## config.mk

```make
export PLATFORM = sky130hd
export DESIGN_NAME = rd_monitor_multilane
export DESIGN_NICKNAME = d
export VERILOG_FILES = /design/src/rtl/rd_pkg.sv /design/src/rtl/rd_lane_monitor.sv /design/src/rtl/rd_monitor_multilane.sv
export SDC_FILE = /design/constraint.sdc
export NUM_CORES = 1
export LEC_CHECK = 0
export CORE_ASPECT_RATIO = 0.6
export CORE_MARGIN = 3
export CORE_UTILIZATION = 45
export DETAILED_ROUTE_END_ITERATION = 10
export PLACE_DENSITY = 0.71
export RECOVER_POWER = 25
export SLEW_MARGIN = 5
export SYNTH_ARGS = -nofsm -noshare
export SYNTH_HDL_FRONTEND = slang
export SYNTH_HIERARCHICAL = 1
export SYNTH_SLANG_ARGS = --single-unit
```

## constraint.sdc

```tcl
create_clock -name clk -period 1.7 [get_ports clk]
set_input_delay 0.34 -clock clk [delete_from_list [all_inputs] [get_ports clk]]
set_output_delay 0.34 -clock clk [all_outputs]
set_load 0.02 [all_outputs]
```

## src/rtl/rd_pkg.sv

```systemverilog
// Shared types and balance helper for the multi-lane running-disparity monitor.
package rd_pkg;

   typedef enum logic [0:0] {
      HUNT   = 1'b0,
      LOCKED = 1'b1
   } lane_state_t;

   localparam int BAL_POS  = 2;
   localparam int BAL_ZERO = 0;
   localparam int BAL_NEG  = -2;

   // Upper bound on symbol width accepted by balance(); narrower symbols are zero-padded.
   localparam int unsigned MAX_SYM_W = 64;

   // Returns 2*popcount(sym[width-1:0]) - width.
   function automatic int balance(input logic [MAX_SYM_W-1:0] sym, input int unsigned width);
      int unsigned ones;
      ones = 0;
      for (int unsigned i = 0; i < MAX_SYM_W; i++) begin
         if ((i < width) && sym[i]) ones++;
      end
      return (2 * int'(ones)) - int'(width);
   endfunction

endpackage

```

## src/rtl/rd_lane_monitor.sv

```systemverilog
// One lane: running disparity, error pulses, saturating error counter and hunt/locked FSM.
module rd_lane_monitor
   import rd_pkg::*;
#(
   parameter int unsigned SYM_W       = 10,
   parameter int unsigned ERR_CNT_W   = 8,
   parameter int unsigned LOSS_THRESH = 4,
   parameter int unsigned GOOD_THRESH = 16,
   parameter bit          RD_INIT     = 1'b0
) (
   input  logic                 clk,
   input  logic                 reset,
   input  logic                 start,
   input  logic                 sym_valid,
   input  logic [SYM_W-1:0]     sym_data,
   input  logic                 err_clr,
   output logic                 rd_out,
   output logic                 disp_err,
   output logic                 illegal_err,
   output logic [ERR_CNT_W-1:0] err_count,
   output logic                 lane_locked
);

   localparam int unsigned D_W    = $clog2(SYM_W + 1) + 1;
   localparam int unsigned GOOD_W = 8;
   localparam int unsigned BAD_W  = 4;

   localparam logic signed [D_W-1:0] D_POS  = D_W'(BAL_POS);
   localparam logic signed [D_W-1:0] D_ZERO = D_W'(BAL_ZERO);
   localparam logic signed [D_W-1:0] D_NEG  = D_W'(BAL_NEG);

   logic [MAX_SYM_W-1:0]  sym_ext;
   logic signed [D_W-1:0] d;
   logic                  is_pos, is_zero, is_neg;
   logic                  good, disp_hit, illegal_hit, err;
   logic                  rd_next;
   logic [ERR_CNT_W-1:0]  cnt_next;
   lane_state_t           state, state_next;
   logic [GOOD_W-1:0]     good_run, good_next, good_inc;
   logic [BAD_W-1:0]      bad_cnt, bad_next, bad_inc;

   always_comb begin
      sym_ext = '0;
      sym_ext[SYM_W-1:0] = sym_data;
   end

   assign d = D_W'(balance(sym_ext, SYM_W));

   always_comb begin
      is_pos  = (d == D_POS);
      is_zero = (d == D_ZERO);
      is_neg  = (d == D_NEG);

      good        = sym_valid && (is_zero || (is_pos && !rd_out) || (is_neg && rd_out));
      disp_hit    = sym_valid && ((is_pos && rd_out) || (is_neg && !rd_out));
      illegal_hit = sym_valid && !(is_pos || is_zero || is_neg);
      err         = disp_hit || illegal_hit;

      rd_next = rd_out;
      if (good && !is_zero) rd_next = ~rd_out;

      cnt_next = err_count;
      if (err_clr) begin
         cnt_next = err ? ERR_CNT_W'(1) : '0;
      end else if (err && (err_count != '1)) begin
         cnt_next = err_count + ERR_CNT_W'(1);
      end

      good_inc   = good_run + GOOD_W'(1);
      bad_inc    = bad_cnt + BAD_W'(1);
      state_next = state;
      good_next  = good_run;
      bad_next   = bad_cnt;
      if (err) begin
         good_next = '0;
         if (state == LOCKED) begin
            if (bad_inc == BAD_W'(LOSS_THRESH)) begin
               state_next = HUNT;
               bad_next   = '0;
            end else begin
               bad_next = bad_inc;
            end
         end
      end else if (good) begin
         // Reaching the good threshold locks from HUNT and clears the bad count in LOCKED alike.
         if (good_inc == GOOD_W'(GOOD_THRESH)) begin
            state_next = LOCKED;
            good_next  = '0;
            bad_next   = '0;
         end else begin
            good_next = good_inc;
         end
      end
   end

   always_ff @(posedge clk or posedge reset) begin
      if (reset) begin
         rd_out      <= RD_INIT;
         disp_err    <= 1'b0;
         illegal_err <= 1'b0;
         err_count   <= '0;
         state       <= HUNT;
         good_run    <= '0;
         bad_cnt     <= '0;
      end else if (start) begin
         rd_out      <= RD_INIT;
         disp_err    <= 1'b0;
         illegal_err <= 1'b0;
         err_count   <= '0;
         state       <= HUNT;
         good_run    <= '0;
         bad_cnt     <= '0;
      end else begin
         rd_out      <= rd_next;
         disp_err    <= disp_hit;
         illegal_err <= illegal_hit;
         err_count   <= cnt_next;
         state       <= state_next;
         good_run    <= good_next;
         bad_cnt     <= bad_next;
      end
   end

   assign lane_locked = (state == LOCKED);

endmodule

```

## src/rtl/rd_monitor_multilane.sv

```systemverilog
// Multi-lane running-disparity monitor: independent per-lane monitors over sliced buses.
module rd_monitor_multilane
   import rd_pkg::*;
#(
   parameter int unsigned NUM_LANES   = 4,
   parameter int unsigned SYM_W       = 10,
   parameter int unsigned ERR_CNT_W   = 8,
   parameter int unsigned LOSS_THRESH = 4,
   parameter int unsigned GOOD_THRESH = 16,
   parameter bit          RD_INIT     = 1'b0
) (
   input  logic                           clk,
   input  logic                           reset,
   input  logic                           start,
   input  logic [NUM_LANES-1:0]           sym_valid,
   input  logic [NUM_LANES*SYM_W-1:0]     sym_data,
   input  logic [NUM_LANES-1:0]           err_clr,
   output logic [NUM_LANES-1:0]           rd_out,
   output logic [NUM_LANES-1:0]           disp_err,
   output logic [NUM_LANES-1:0]           illegal_err,
   output logic [NUM_LANES*ERR_CNT_W-1:0] err_count,
   output logic [NUM_LANES-1:0]           lane_locked
);

   for (genvar i = 0; i < NUM_LANES; i++) begin : g_lane
      rd_lane_monitor #(
         .SYM_W      (SYM_W),
         .ERR_CNT_W  (ERR_CNT_W),
         .LOSS_THRESH(LOSS_THRESH),
         .GOOD_THRESH(GOOD_THRESH),
         .RD_INIT    (RD_INIT)
      ) u_lane (
         .clk        (clk),
         .reset      (reset),
         .start      (start),
         .sym_valid  (sym_valid[i]),
         .sym_data   (sym_data[i*SYM_W +: SYM_W]),
         .err_clr    (err_clr[i]),
         .rd_out     (rd_out[i]),
         .disp_err   (disp_err[i]),
         .illegal_err(illegal_err[i]),
         .err_count  (err_count[i*ERR_CNT_W +: ERR_CNT_W]),
         .lane_locked(lane_locked[i])
      );
   end

endmodule

```

==> results of run 1 <==
worst max path at each step:
stage,start,endpoint,slack [ns],cells after the start
after detailed placement,sym_data[21],g_lane[2].u_lane/good_run[6],-5.22,34
after CTS,sym_data[21],g_lane[2].u_lane/good_run[6],-4.38,33
after floorplan,sym_data[11],g_lane[1].u_lane/good_run[6],-4.35,32
final,sym_data[31],g_lane[3].u_lane/good_run[7],-4.26,33
after global placement,sym_data[21],g_lane[2].u_lane/good_run[6],-4.95,34
after global routing,sym_data[23],g_lane[2].u_lane/good_run[0],-4.46,30
through the flow:
step / worst slack, ns / total power [mW]
6_report: -4.26 / 20.4
5_1_grt: -4.46 / 21.6
4_1_cts: -4.38 / 18.8
3_5_place_dp: -5.22 / 14.1
3_3_place_gp: -4.95 / 13.8
2_1_floorplan: -4.35 / 9.79
state kept, by name (all words and copies together) (netlist names):
signal,flops
g_lane.u_lane/illegal_err,4
g_lane.u_lane/rd_out,4
g_lane.u_lane/disp_err,4
g_lane.u_lane/err_count,32
g_lane.u_lane/lane_locked,4
g_lane.u_lane/good_run,32
g_lane.u_lane/bad_cnt,16
Yosys cell counts, drive strengths merged (8+ instances only):
cell	instances
ha	52
or2	16
nor3	11
a21o	10
dfrtp	96
and2	12
xnor3	13
nand3	60
a21oi	66
a31oi	21
clkbuf	40
nand4	20
and3	19
mux2i	12
nand2	134
nor2	109
buf	12
nor4	11
xnor2	42
inv	54
xor2	48
nor3b	17
mux2	19
o21ai	54
or3	8
or3b	13
nand3b	9
o31ai	15
or4	12
o211ai	20
nand2b	19
xor3	8
repair_timing:
item / CTS / global route
pin swaps: 160 / 132
setup endpoints to repair: 135 / 97
resized for setup: 224 / 131
setup buffers: 49 / 28
cloned: 1 / 1
cells by family (layout without fill, tap and decap cells):
family	Yosys count	after routing
DFF	96	96
adders and majority gates	52	52
and+or+nand+nor	486	486
xor gates and xnor gates	111	111
muxes	31	31
buffers and inverters	106	524
AOI/OAI and AO/OA	254	254
cells in the final DEF (no fill, tap or decap), drive strengths merged, types with 6 or more instances in the layout:
cell / Yosys / final
buf: 12 / 364
nand2: 134 / 134
nor2: 109 / 109
dfrtp: 96 / 96
a21oi: 66 / 66
nand3: 60 / 60
inv: 54 / 56
o21ai: 54 / 54
ha: 52 / 52
xor2: 48 / 48
clkdlybuf4s50: 0 / 45
xnor2: 42 / 42
dlygate4sd2: 0 / 38
a31oi: 21 / 21
o211ai: 20 / 20
nand4: 20 / 20
and3: 19 / 19
mux2: 19 / 19
nand2b: 19 / 19
nor3b: 17 / 17
or2: 16 / 16
clkbuf: 40 / 15
o31ai: 15 / 15
or3b: 13 / 13
xnor3: 13 / 13
mux2i: 12 / 12
and2: 12 / 12
or4: 12 / 12
nor3: 11 / 11
nor4: 11 / 11
a21o: 10 / 10
nand3b: 9 / 9
xor3: 8 / 8
or3: 8 / 8
o21a: 7 / 7
a211oi: 7 / 7
o2111ai: 6 / 6
o311ai: 6 / 6
a311oi: 6 / 6
power groups by stage:
stage | Sequential [mW] | Combinational, mW | Clock (mW)
after global routing | 2.57 | 16.7 | 2.24
final | 2.55 | 15.7 | 2.09
after detailed placement | 2.58 | 11.5 | 0
after CTS | 2.54 | 14.1 | 2.16
after floorplan | 2.73 | 7.06 | 0
after global placement | 2.58 | 11.2 | 0
routing by layer:
metal	routed length [um]	GRT usage [%]	up-vias
met1	14300	36.0	4826
met3	1430	3.39	45
met5	0	0	-
li1	-	-	4922
met4	410	4.83	0
met2	13500	37.6	302
cell type report:
type	instances	area, um2
clock buffers	10	229
repair buffers	454	3820
multi-input cells	934	8220
inverters	54	270
flip-flops and latches	96	2400
clock inverters	6	66.3
well taps	273	342
fillers	1406	5020
==> impl_metrics.py, run 1 <==
metrics = {
    "sta": {
        "max_freq_mhz": 168,
        "setup_violations": 96,
        "min_period_over_period_pct": 351,
        "report.final.slew_viol_count": 0,
        "min_period_ns": 5.96,
        "maxSlewHeadroom_pct": 55.9,
        "worst_slew_pin_slew_ns": 0.661,
        "rsz0062_at_grt": "true",
        "layout_setup_ws_ns": -4.26,
        "fin_hold_ws_ns": 0.317,
        "finalHoldViolCount": 0,
        "fin_worst_skew_ns": 0.0106,
        "tns_ns": -375.53,
    },
    "place": {
        "hpwl_um": 20500,
        "place_inst": 1745,
        "portBuffers": 98,
        "place_area_um2": 13500,
        "gp_congestion": 0.887,
    },
    "die": {
        "die_height_um": 119,
        "die_area_um2": 23000,
        "start_util_pct": 46.7,
        "die_width_um": 194,
        "core-area_um2": 20400,
        "io_pins": 99,
        "placementRows": 40,
    },
    "setup_path": {
        "critical_path.max_fanout": 4,
        "reg2reg_to": "g_lane[2].u_lane/good_run[0]",
        "arrival_ns": 6.23,
        "critPathTopFamily": "adder cells",
        "r2r-start": "g_lane[2].u_lane/rd_out",
        "crit_path_frequent_cell": "ha_4",
        "worst_setup_path_start_kind": "primary input",
        "rrSetupSlack_ns": -0.26,
        "end_kind": "register",
        "critPathRequiredTime_ns": 1.97,
        "cpPeakStageDelay_ns": 0.35,
        "cp_num_buf_inv": 4,
        "reg2reg_depth": 7,
        "critical_path_class": "primary input to register",
        "slowest_stage": "or3b_1",
    },
    "synth": {
        "ys_types": 79,
        "synth_compound_area_share_pct": 18.4,
        "ys.warnings.count": 6,
        "synth_edf_count": 0,
        "synthMuxAreaShare_pct": 3.63,
        "ys.flop_type": "dfrtp_1",
        "synth_top_area_cell": "dfrtp_1",
        "synth_top_family_by_area": "simple AND/OR/NAND/NOR gates",
        "ys_seq_elements": 96,
        "synth_fa_ha_area_share_pct": 6.85,
        "async_flop_share_pct": 100,
        "synth.area.top_cells": "dfrtp_1, ha_1, nand2_1",
        "synthDominantCellAreaShare_pct": 25.3,
        "syn_avg_cell_area_um2": 8.37,
        "yosys.area_share.simple_pct": 26.2,
        "synth_xor_area_share_pct": 15.0,
        "ys_seq_area_share_pct": 25.3,
        "syn_inst": 1136,
        "syn-cell-area_um2": 9500,
        "synth_nets": 1239,
    },
    "pwr": {
        "comb_power_share_pct": 77.2,
        "seqPwrFrac_pct": 12.5,
        "power_density_nw_per_um2": 1330,
        "switching_share_pct": 39.9,
        "cellInternalPower_mw": 12.3,
        "p_leak_nw": 6.81,
        "p_sw_mw": 8.14,
        "ir_drop_uv": 994,
        "clkPwrFrac_pct": 10.3,
    },
    "grt": {
        "grt_pass1_vias": 9737,
        "grt.overflow.total": 0,
        "grt_pass1_wl_um": 47500,
        "grt_usage_pct": 24.2,
        "antenna_found_initial": 0,
        "grt_max_degree": 35,
    },
    "clock_network": {
        "clkLatencyLatePin_ns": 0.35,
        "htree_levels": 3,
        "clockRootBuffer": "clkbuf_16",
        "cts_tree": "built",
        "cts.sinks": 96,
        "path_clk_slew_ns": 0.07,
        "cts_buffer_depth": 2,
        "cts_made_buffers": 9,
        "hold_buffers": 0,
    },
    "route": {
        "first_pass_iters": 7,
        "antenna_left": 0,
        "routed-via-count": 10095,
        "drt-vias-per-instance": 5.53,
        "wl_per_cell_um": 16.2,
        "drcViolationCount": 0,
        "drt_iter0_markers": 722,
        "routed_wl_um": 29700,
    },
    "worst_hold_path": {
        "hold_depth": 2,
        "hold_class": "primary input to register",
        "min-delay-start": "start",
        "hold_end": "g_lane[0].u_lane/rd_out",
    },
    "cells_and_area": {
        "fin_nets": 1652,
        "post-route-util_pct": 75.4,
        "syn2layout_area_growth_pct": 61.6,
        "n_antenna_cell": 0,
        "finalInstanceArea_um2": 15400,
        "stdcell_count": 1827,
        "post_route_cells_drive_above_1_share_pct": 43.8,
    },
    "job": {
        "drv_cap": 0,
    },
    "outcome": {
        "status": "complete, but fails checks",
        "violations": "setup timing",
    },
}
Note: power is estimated with default switching activity, not from simulation.
==> inputs of run 2 (changes only) <==
--- a/config.mk
+++ b/config.mk
@@ -9,7 +9,7 @@
 export CORE_MARGIN = 3
 export CORE_UTILIZATION = 45
 export DETAILED_ROUTE_END_ITERATION = 10
-export PLACE_DENSITY = 0.71
+export PLACE_DENSITY = 0.63
 export RECOVER_POWER = 25
 export SLEW_MARGIN = 5
 export SYNTH_ARGS = -nofsm -noshare
==> constraint.sdc (replaced) <==
create_clock -name clk -period 7.3 [get_ports clk]
set_input_delay 1.46 -clock clk [delete_from_list [all_inputs] [get_ports clk]]
set_output_delay 1.46 -clock clk [all_outputs]
set_load 0.02 [all_outputs]
==> run 2 against run 1 <==
Net effect:
- the flow now finishes without violations
- count of clock-buffer cells in the layout unchanged
- final cell count decreased by 9.6%
- sequential power decreased by 76%
- worst hold slack improved by 0.22 ns
- flip-flop and latch count unchanged
- critical path type unchanged
- largest cell class unchanged
- largest power group unchanged
==> impl_metrics.py, run 2 (synthesis results as in run 1) <==
metrics = {
    "route": {
        "first_pass_iters": 5,
        "wl_per_cell_um": 15.3,
        "antenna_left": 0,
        "routed_wl_um": 25300,
        "drcViolationCount": 0,
        "drt-vias-per-instance": 5.50,
        "routed-via-count": 9077,
        "drt_iter0_markers": 643,
    },
    "grt": {
        "grt_pass1_wl_um": 40900,
        "grt.overflow.total": 0,
        "grt_pass1_vias": 8211,
        "grt_max_degree": 63,
        "grt_usage_pct": 20.8,
        "antenna_found_initial": 0,
    },
    "die": {
        "die_area_um2": 23000,
        "core-area_um2": 20400,
        "start_util_pct": 46.7,
        "placementRows": 40,
        "die_width_um": 194,
        "die_height_um": 119,
        "io_pins": 99,
    },
    "sta": {
        "fin_worst_skew_ns": 0.00803,
        "rsz0062_at_grt": "true",
        "maxSlewHeadroom_pct": 36.0,
        "max_freq_mhz": 139,
        "tns_ns": 0,
        "setup_violations": 0,
        "worst_slew_pin_slew_ns": 0.959,
        "report.final.slew_viol_count": 0,
        "min_period_ns": 7.18,
        "min_period_over_period_pct": 98.3,
        "finalHoldViolCount": 0,
    },
    "cells_and_area": {
        "final_common_cell": "buf_4",
        "fin_nets": 1477,
        "reg.largest.list": "g_lane.u_lane/err_count (32), g_lane.u_lane/good_run (32), g_lane.u_lane/bad_cnt (16)",
        "stdcell_count": 1651,
        "fillers": 1731,
        "multiInputGateArea_um2": 7380,
        "post_route_cells_drive_above_1_share_pct": 28.3,
        "layout_common_cells": "buf_4, nand2_1, nor2_1",
        "syn2layout_area_growth_pct": 36.2,
        "n_antenna_cell": 0,
        "seq_area_um2": 2400,
        "finalInstanceArea_um2": 12900,
    },
    "clock_network": {
        "path_clk_slew_ns": 0.07,
        "htree_levels": 3,
        "cts_made_buffers": 9,
        "clockRootBuffer": "clkbuf_16",
        "cts_tree": "built",
        "clkLatencyLatePin_ns": 0.34,
        "cts_buffer_depth": 2,
        "cts.sinks": 96,
        "hold_buffers": 0,
    },
    "worst_hold_path": {
        "hold_class": "register to register",
    },
    "setup_path": {
        "slowest_stage": "or4_4",
        "worst_setup_path_start_kind": "primary input",
        "crit_path_frequent_cell": "ha_4",
        "critical_path.max_fanout": 5,
        "critical_path_class": "primary input to register",
        "cpPeakStageDelay_ns": 0.43,
        "critPathRequiredTime_ns": 7.56,
        "arrival_ns": 7.44,
        "end_kind": "register",
    },
    "place": {
        "hpwl_um": 18100,
        "place_inst": 1601,
        "portBuffers": 98,
        "gp_congestion": 0.846,
        "place_area_um2": 11900,
    },
    "pwr": {
        "power_density_nw_per_um2": 292,
        "ir_drop_uv": 168,
        "p_leak_nw": 5.50,
    },
    "job": {
        "drv_cap": 0,
    },
    "outcome": {
        "status": "finished, final reports clean",
    },
}
-- run 2: layout make-up --
cell class	instances	share of cell area [%]
Sequential cell	96	18.6
Inverter	54	1.64
Clock inverter	5	0.445
Multi-Input combinational cell	934	57.0
Clock buffer	10	1.77
Timing Repair Buffer	279	18.0
Tap cell	273	2.64
-- run 2: worst paths after layout --
kind | from | end | slack [ns] | cells after the start
setup / recovery | sym_data[20] | g_lane[2].u_lane/good_run[6] | 0.12 | 33
hold / removal | g_lane[3].u_lane/good_run[7] | g_lane[3].u_lane/good_run[7] | 0.54 | 2
setup reg to reg | g_lane[3].u_lane/rd_out | g_lane[3].u_lane/good_run[6] | 5.25 | 6
hold reg to reg | g_lane[3].u_lane/good_run[7] | g_lane[3].u_lane/good_run[7] | 0.54 | 2
max in group asynchronous | reset | g_lane[1].u_lane/err_count[1] | 4.80 | 2
min in group asynchronous | reset | g_lane[2].u_lane/err_count[1] | 1.91 | 2
-- run 2: worst max-delay path: cells and delay by family --
kind                     cells  cell delay, ns
multiplexers                 3            0.87
AO/OA/AOI/OAI                7            0.86
adder cells (fa/ha/maj)      8            2.06
AND/OR/NAND/NOR             10            1.55
buffers and inverters        3            0.22
XOR/XNOR                     2            0.42
-- run 2: per-stage QoR --
step	power [mW]	setup WS, ns	util, %	hold WS [ns]
2_1_floorplan	2.09	0.000139	-	0.498
3_3_place_gp	2.88	-0.710	58.4	0.519
3_5_place_dp	2.90	-0.802	58.4	0.533
4_1_cts	3.57	0.00498	61.8	0.544
5_1_grt	4.06	-0.113	63.6	0.565
6_report	3.78	0.124	63.6	0.540
-- run 2: report_power, final --
| group | internal, mW | switching [mW] |
|---|---|---|
| clock network | 0.265 | 0.205 |
| logic | 1.42 | 1.29 |
| registers | 0.566 | 0.0371 |
| total | 2.25 | 1.53 |
-- run 2: routing by layer --
metal / part of all wire, % / up-vias / track usage, %
li1: - / 4565 / -
met1: 54 / 4300 / 33.9
met2: 42 / 204 / 29.5
met3: 4.1 / 8 / 3.36
met4: 0.30 / 0 / 1.99
met5: 0 / - / 0
-- run 2: repair_timing --
item	4_1_cts	5_1_grt
pin swaps	35	63
buffers inserted	18	17
cloned	0	0
hold endpoints to repair	0	0
resized for setup	65	74
endpoints found under the setup margin	85	75
